[src/rtl/nes_controller_emulator_if.sv]
// Pad-side pins and status of the NES controller emulator.
// The master side is the host or harness; the slave side is the emulated pad.
interface nes_controller_emulator_if #(
  parameter int unsigned NUM_BITS = 8
);
  localparam int unsigned IDX_W = $clog2(NUM_BITS + 1);

  logic [NUM_BITS-1:0] buttons_i;
  logic                controller_latch_i;
  logic                controller_clk_i;
  logic                controller_serial_no;
  logic                busy_o;
  logic                frame_done_o;
  logic [IDX_W-1:0]    bit_index_o;

  modport master (
    output buttons_i,
    output controller_latch_i,
    output controller_clk_i,
    input  controller_serial_no,
    input  busy_o,
    input  frame_done_o,
    input  bit_index_o
  );

  modport slave (
    input  buttons_i,
    input  controller_latch_i,
    input  controller_clk_i,
    output controller_serial_no,
    output busy_o,
    output frame_done_o,
    output bit_index_o
  );
endinterface

[src/rtl/nes_controller_emulator.sv]
// Device-side NES pad: parallel-loads buttons on latch, shifts them out LSB first
// on each rising controller clock over an active-low serial line.
module nes_controller_emulator #(
  parameter int unsigned NUM_BITS    = 8,
  parameter int unsigned SYNC_STAGES = 2,
  parameter logic        FILL_BIT    = 1'b1
) (
  input  logic                          clk,
  input  logic                          rst_ni,
  nes_controller_emulator_if.slave      bus
);

  localparam int unsigned IDX_W = $clog2(NUM_BITS + 1);
  localparam logic [IDX_W-1:0] LAST_IDX = IDX_W'(NUM_BITS - 1);

  typedef enum logic [1:0] {
    S_IDLE,
    S_LOAD,
    S_SHIFT,
    S_DONE
  } state_t;

  state_t                 r_state;
  state_t                 w_state_nxt;
  logic [SYNC_STAGES-1:0] r_latch_sync;
  logic [SYNC_STAGES-1:0] r_cclk_sync;
  logic                   r_cclk_prev;
  logic [NUM_BITS-1:0]    r_shreg;
  logic [NUM_BITS-1:0]    w_shreg_nxt;
  logic [IDX_W-1:0]       r_idx;
  logic [IDX_W-1:0]       w_idx_nxt;
  logic                   r_done;
  logic                   w_done_nxt;
  logic                   r_serial_n;
  logic                   w_latch_s;
  logic                   w_cclk_s;
  logic                   w_cclk_rise;

  assign w_latch_s   = r_latch_sync[SYNC_STAGES-1];
  assign w_cclk_s    = r_cclk_sync[SYNC_STAGES-1];
  assign w_cclk_rise = w_cclk_s & ~r_cclk_prev;

  always_ff @(posedge clk) begin
    if (!rst_ni) begin
      r_latch_sync <= '0;
      r_cclk_sync  <= '0;
      r_cclk_prev  <= 1'b0;
    end else begin
      r_latch_sync <= {r_latch_sync[SYNC_STAGES-2:0], bus.controller_latch_i};
      r_cclk_sync  <= {r_cclk_sync[SYNC_STAGES-2:0], bus.controller_clk_i};
      r_cclk_prev  <= w_cclk_s;
    end
  end

  always_ff @(posedge clk) begin
    if (!rst_ni) begin
      r_state    <= S_IDLE;
      r_shreg    <= '0;
      r_idx      <= '0;
      r_done     <= 1'b0;
      r_serial_n <= 1'b1;
    end else begin
      r_state    <= w_state_nxt;
      r_shreg    <= w_shreg_nxt;
      r_idx      <= w_idx_nxt;
      r_done     <= w_done_nxt;
      // Driven from the next shift value so the pin tracks shreg[0] without lag.
      r_serial_n <= ~w_shreg_nxt[0];
    end
  end

  always_comb begin
    w_state_nxt = r_state;
    w_shreg_nxt = r_shreg;
    w_idx_nxt   = r_idx;
    w_done_nxt  = 1'b0;
    // Latch level is checked ahead of the state case: it beats a same-cycle
    // clock rise everywhere and loads on the very cycle LOAD is entered.
    if (w_latch_s) begin
      w_state_nxt = S_LOAD;
      w_shreg_nxt = bus.buttons_i;
      w_idx_nxt   = '0;
    end else begin
      unique case (r_state)
        S_IDLE: begin
        end
        S_LOAD: begin
          w_state_nxt = S_SHIFT;
        end
        S_SHIFT: begin
          if (w_cclk_rise) begin
            w_shreg_nxt = {FILL_BIT, r_shreg[NUM_BITS-1:1]};
            w_idx_nxt   = r_idx + IDX_W'(1);
            if (r_idx == LAST_IDX) begin
              w_done_nxt  = 1'b1;
              w_state_nxt = S_DONE;
            end
          end
        end
        S_DONE: begin
          if (w_cclk_rise) begin
            w_shreg_nxt = {FILL_BIT, r_shreg[NUM_BITS-1:1]};
          end
        end
        default: begin
          w_state_nxt = S_IDLE;
        end
      endcase
    end
  end

  assign bus.controller_serial_no = r_serial_n;
  assign bus.busy_o               = (r_state == S_SHIFT);
  assign bus.frame_done_o         = r_done;
  assign bus.bit_index_o          = r_idx;

endmodule

[src/flat_wrapper.sv]
// flat-port wrapper written by rule: the top's interface ports become plain ports
module nes_controller_emulator_flat 
#(
  parameter int unsigned NUM_BITS    = 8,
  parameter int unsigned SYNC_STAGES = 2,
  parameter logic        FILL_BIT    = 1'b1
)
  (clk, rst_ni, bus_buttons_i, bus_controller_latch_i, bus_controller_clk_i, bus_controller_serial_no, bus_busy_o, bus_frame_done_o, bus_bit_index_o);
  nes_controller_emulator_if #(.NUM_BITS(NUM_BITS)) bus_i ();
  input  logic clk;
  input  logic rst_ni;
  input wire logic [$bits(bus_i.buttons_i)-1:0] bus_buttons_i;
  input wire logic [$bits(bus_i.controller_latch_i)-1:0] bus_controller_latch_i;
  input wire logic [$bits(bus_i.controller_clk_i)-1:0] bus_controller_clk_i;
  output wire logic [$bits(bus_i.controller_serial_no)-1:0] bus_controller_serial_no;
  output wire logic [$bits(bus_i.busy_o)-1:0] bus_busy_o;
  output wire logic [$bits(bus_i.frame_done_o)-1:0] bus_frame_done_o;
  output wire logic [$bits(bus_i.bit_index_o)-1:0] bus_bit_index_o;
  assign bus_i.buttons_i = bus_buttons_i;
  assign bus_i.controller_latch_i = bus_controller_latch_i;
  assign bus_i.controller_clk_i = bus_controller_clk_i;
  assign bus_controller_serial_no = bus_i.controller_serial_no;
  assign bus_busy_o = bus_i.busy_o;
  assign bus_frame_done_o = bus_i.frame_done_o;
  assign bus_bit_index_o = bus_i.bit_index_o;
  nes_controller_emulator #(.NUM_BITS(NUM_BITS), .SYNC_STAGES(SYNC_STAGES), .FILL_BIT(FILL_BIT)) u_core (.clk(clk), .rst_ni(rst_ni), .bus(bus_i));
endmodule
[config.mk]
export PLATFORM = sky130hd
export DESIGN_NAME = nes_controller_emulator_flat
export DESIGN_NICKNAME = d
export VERILOG_FILES = /design/src/rtl/nes_controller_emulator_if.sv /design/src/rtl/nes_controller_emulator.sv /design/src/flat_wrapper.sv
export SDC_FILE = /design/constraint.sdc
export NUM_CORES = 1
export LEC_CHECK = 0
export CAP_MARGIN = 20
export CORE_MARGIN = 2
export CORE_UTILIZATION = 47
export CTS_BUF_LIST = sky130_fd_sc_hd__clkbuf_16
export CTS_CLUSTER_DIAMETER = 60
export DETAILED_ROUTE_END_ITERATION = 10
export PLACE_DENSITY = 0.83
export SETUP_SLACK_MARGIN = 0.15
export SLEW_MARGIN = 20
export SYNTH_ARGS = -nofsm -noshare
export SYNTH_HDL_FRONTEND = slang
export SYNTH_SLANG_ARGS = --single-unit
[constraint.sdc]
create_clock -name clk -period 1.64 [get_ports clk]
set_input_delay 0.164 -clock clk [delete_from_list [all_inputs] [get_ports clk]]
set_output_delay 0.164 -clock clk [all_outputs]
set_load 0.02 [all_outputs]
==> flow_summary.toml <==
[logic_synthesis]
yosysWarnings = 0
synthSimpleGateAreaFrac_pct = 27.5
synthMuxAreaShare_pct = 0
synth_cells = 84
synthTopCellsByCount = "21 x dfxtp_1, 6 x a221o_1, 6 x and2_1, 6 x and3_1, 5 x nor2_1"
synth-seq-cells = 21
synth_top_area_cell = "dfxtp_1"
async_reset_ff_share_pct = 0
synth_area_sq_um = 861
netlist_top_cells_area = "dfxtp_1 49%, a221o_1 7.0%, ha_1 5.8%"
synth_top_family_by_area = "simple AND/OR/NAND/NOR gates"
synthAdderAreaFrac_pct = 5.81
synth_compound_area_share_pct = 13.7
synth_edf_count = 0
synth_xor_area_share_pct = 2.03
yosysMostFrequentCell = "dfxtp_1"
ys.flop_type = "dfxtp_1"
syn_avg_cell_area_sq_um = 10.2
synth_top_cell_area_share_pct = 48.8
ys_seq_area_share_pct = 48.8
synth_cell_types = 27
synth_nets = 100

[routing]
drtIter0Drc = 12
dr.pass1.iters = 4
drc = 0
post_drt_via_cell_ratio = 5.33
vias = 703
post_drt_wl_per_cell_um = 13.0
ant_nets = 0
totalWireLength_um = 1720

[clock_tree]
h-tree-depth = 1
clk_pin_slew_ns = 0.05
cts_tree = "yes"
clock_latency_ns = 0.25
cts_buffers = 3
root_buffer = "clkbuf_16"
clock_sinks = 21
postCtsHoldBufs = 0
cts.path.max_buffers = 2

[hold_path]
min_to = "u_core.r_latch_sync[1]$_SDFF_PN0_"
worstHoldStart = "u_core.r_latch_sync[0]$_SDFF_PN0_"
min_path_cells = 1
hold_path_class = "reg -> reg"

[die]
ios = 19
die_y_um = 46.8
chipWidth_um = 46.8
rows = 15
initial_utilization_pct = 49.9
die-area_sq_um = 2190
coreArea_sq_um = 1730

[global_route]
grt_first_pass_wirelength_um = 2860
antenna_found_initial = 0
grt-ovfl-total = 0
grt_pass1_vias = 651
grt_max_degree = 12
grtUsageTotal_pct = 18.7

[setup_path]
critPathKind = "reg -> out"
arrival_ns = 1.26
cp-start-kind = "flop"
cpLargestDelayFamily = "buffers and inverters"
r2r-end = "u_core.r_shreg[0]$_SDFF_PN0_"
required_ns = 1.48
cp_max_fo = 4
r2r-start = "u_core.r_state[0]$_SDFFE_PN0P_"
cp_cell_sequence = "clkdlybuf4s50_1"
slowest_stage = "clkdlybuf4s50_1"
reg2reg_depth = 5
end_kind = "output port"
max_stage_delay_ns = 0.63
cp_num_buf_inv = 1
r2r_slack_ns = 0.25

[place]
hpwlAfterDp_um = 1230
portBuffers = 18
gp_congestion = 0.733
dp.cells = 127

[timing]
hold_violations = 0
setup_viol = 0
rsz0062_at_grt = "yes"
skew_ns = 0.00283
slew_violations = 0
worstMarginPinSlew_ns = 0.335
min_period_ns = 1.43
max_freq_mhz = 700
maxSlewHeadroom_pct = 77.6
finalCritPeriodShare_pct = 87.1
setup_tns_ns = 0

[cells_and_area]
diodes = 0
final_cells = 132
layout-drive-gt1-share_pct = 9.35
area_growth_pct = 37.2
fin_nets = 124
nFillCells = 142

[power]
power_w = 0.00118
p_leak_nw = 0.489
irDropWorstVdd_uv = 921
power.density_nw_per_um2 = 1000

[flow_run]
drv_cap = 0

[status]
status = "finished, final reports clean"
-- flip-flops by register name, indices dropped and copies added (netlist names) --
signal                           count
u_core.r_state                       2
u_core.bus.frame_done_o              1
u_core.r_cclk_sync                   2
u_core.bus.controller_serial_no      1
u_core.r_latch_sync                  2
u_core.bus.bit_index_o               4
u_core.r_shreg                       8
u_core.r_cclk_prev                   1
-- logic make-up after synthesis --
logic type	after synthesis
AND/OR/NAND/NOR	37
AO/OA/AOI/OAI	15
flip-flops	21
adder cells (fa/ha/maj)	4
XOR/XNOR	2
buffers and inverters	5
-- where the power goes --
part	total, W	switching [W]	internal (W)
clock	0.000501	0.000177	0.000324
combinational	0.000130	0.0000576	0.0000726
sequential	0.000550	0.0000180	0.000532
total	0.00118	0.000252	0.000929
-- layout make-up --
| class | instances | area [sq um] | area share, % |
|---|---|---|---|
| Inverter | 3 | 11.3 | 0.953 |
| Timing Repair Buffer | 21 | 201 | 17.1 |
| Clock inverter | 1 | 3.75 | 0.318 |
| Tap cell | 25 | 31.3 | 2.65 |
| Sequential cell | 21 | 422 | 35.7 |
| Multi-Input combinational cell | 58 | 437 | 37.0 |
| Clock buffer | 3 | 75.1 | 6.36 |
-- per-stage QoR --
| step | util (%) | setup WS [ns] | instance area [sq um] | hold WS (ns) |
|---|---|---|---|---|
| global placement | 63.3 | 0.202 | 1090 | 0.416 |
| floorplan | - | 0.221 | 873 | 0.282 |
| CTS | 67.8 | 0.166 | 1170 | 0.444 |
| global route | 68.4 | 0.147 | 1180 | 0.460 |
| detailed placement | 63.3 | 0.156 | 1090 | 0.431 |
| finish | 68.4 | 0.212 | 1180 | 0.440 |
-- repair_timing --
item                                    CTS  global route
setup buffers                             0             1
resized for setup                         1             2
endpoints found under the hold margin     0             0
endpoints found under the setup margin    1             9
pin swaps                                 0             1
-- cells in the final DEF (no fill, tap or decap), drive strengths merged, types with 2 or more instances in the layout --
master / count
dfxtp: 21
clkdlybuf4s50: 17
and2: 6
and3: 6
a221o: 6
nor2: 5
inv: 4
nand2b: 4
ha: 4
nor2b: 3
a21oi: 3
clkbuf: 3
buf: 3
nand4: 2
o21ai: 2
nand3b: 2
nand3: 2
xor2: 2
-- layer usage --
layer	vias to the layer above	part of all wire [%]	global-route usage [%]
li1	354	-	-
met1	320	44	23.1
met2	23	48	29.9
met3	6	5.6	4.62
met4	0	2.3	10.0
met5	-	0	0
-- worst max path at each step --
stage	cells after the start	startpoint	to
4_1_cts	4	u_core.r_state[1]$_SDFFE_PP0P_	u_core.r_shreg[0]$_SDFF_PN0_
6_report	1	u_core.bus.bit_index_o[0]$_SDFFE_PP0P_	bus_bit_index_o[0]
3_3_place_gp	4	u_core.r_state[1]$_SDFFE_PP0P_	u_core.r_shreg[0]$_SDFF_PN0_
3_5_place_dp	4	rst_ni	u_core.r_shreg[5]$_SDFFE_PN0P_
2_1_floorplan	4	u_core.r_state[1]$_SDFFE_PP0P_	u_core.r_shreg[0]$_SDFF_PN0_
5_1_grt	5	u_core.r_state[0]$_SDFFE_PN0P_	u_core.bus.bit_index_o[3]$_SDFFE_PP0P_
No activity file was read; power rests on OpenSTA's default activity.
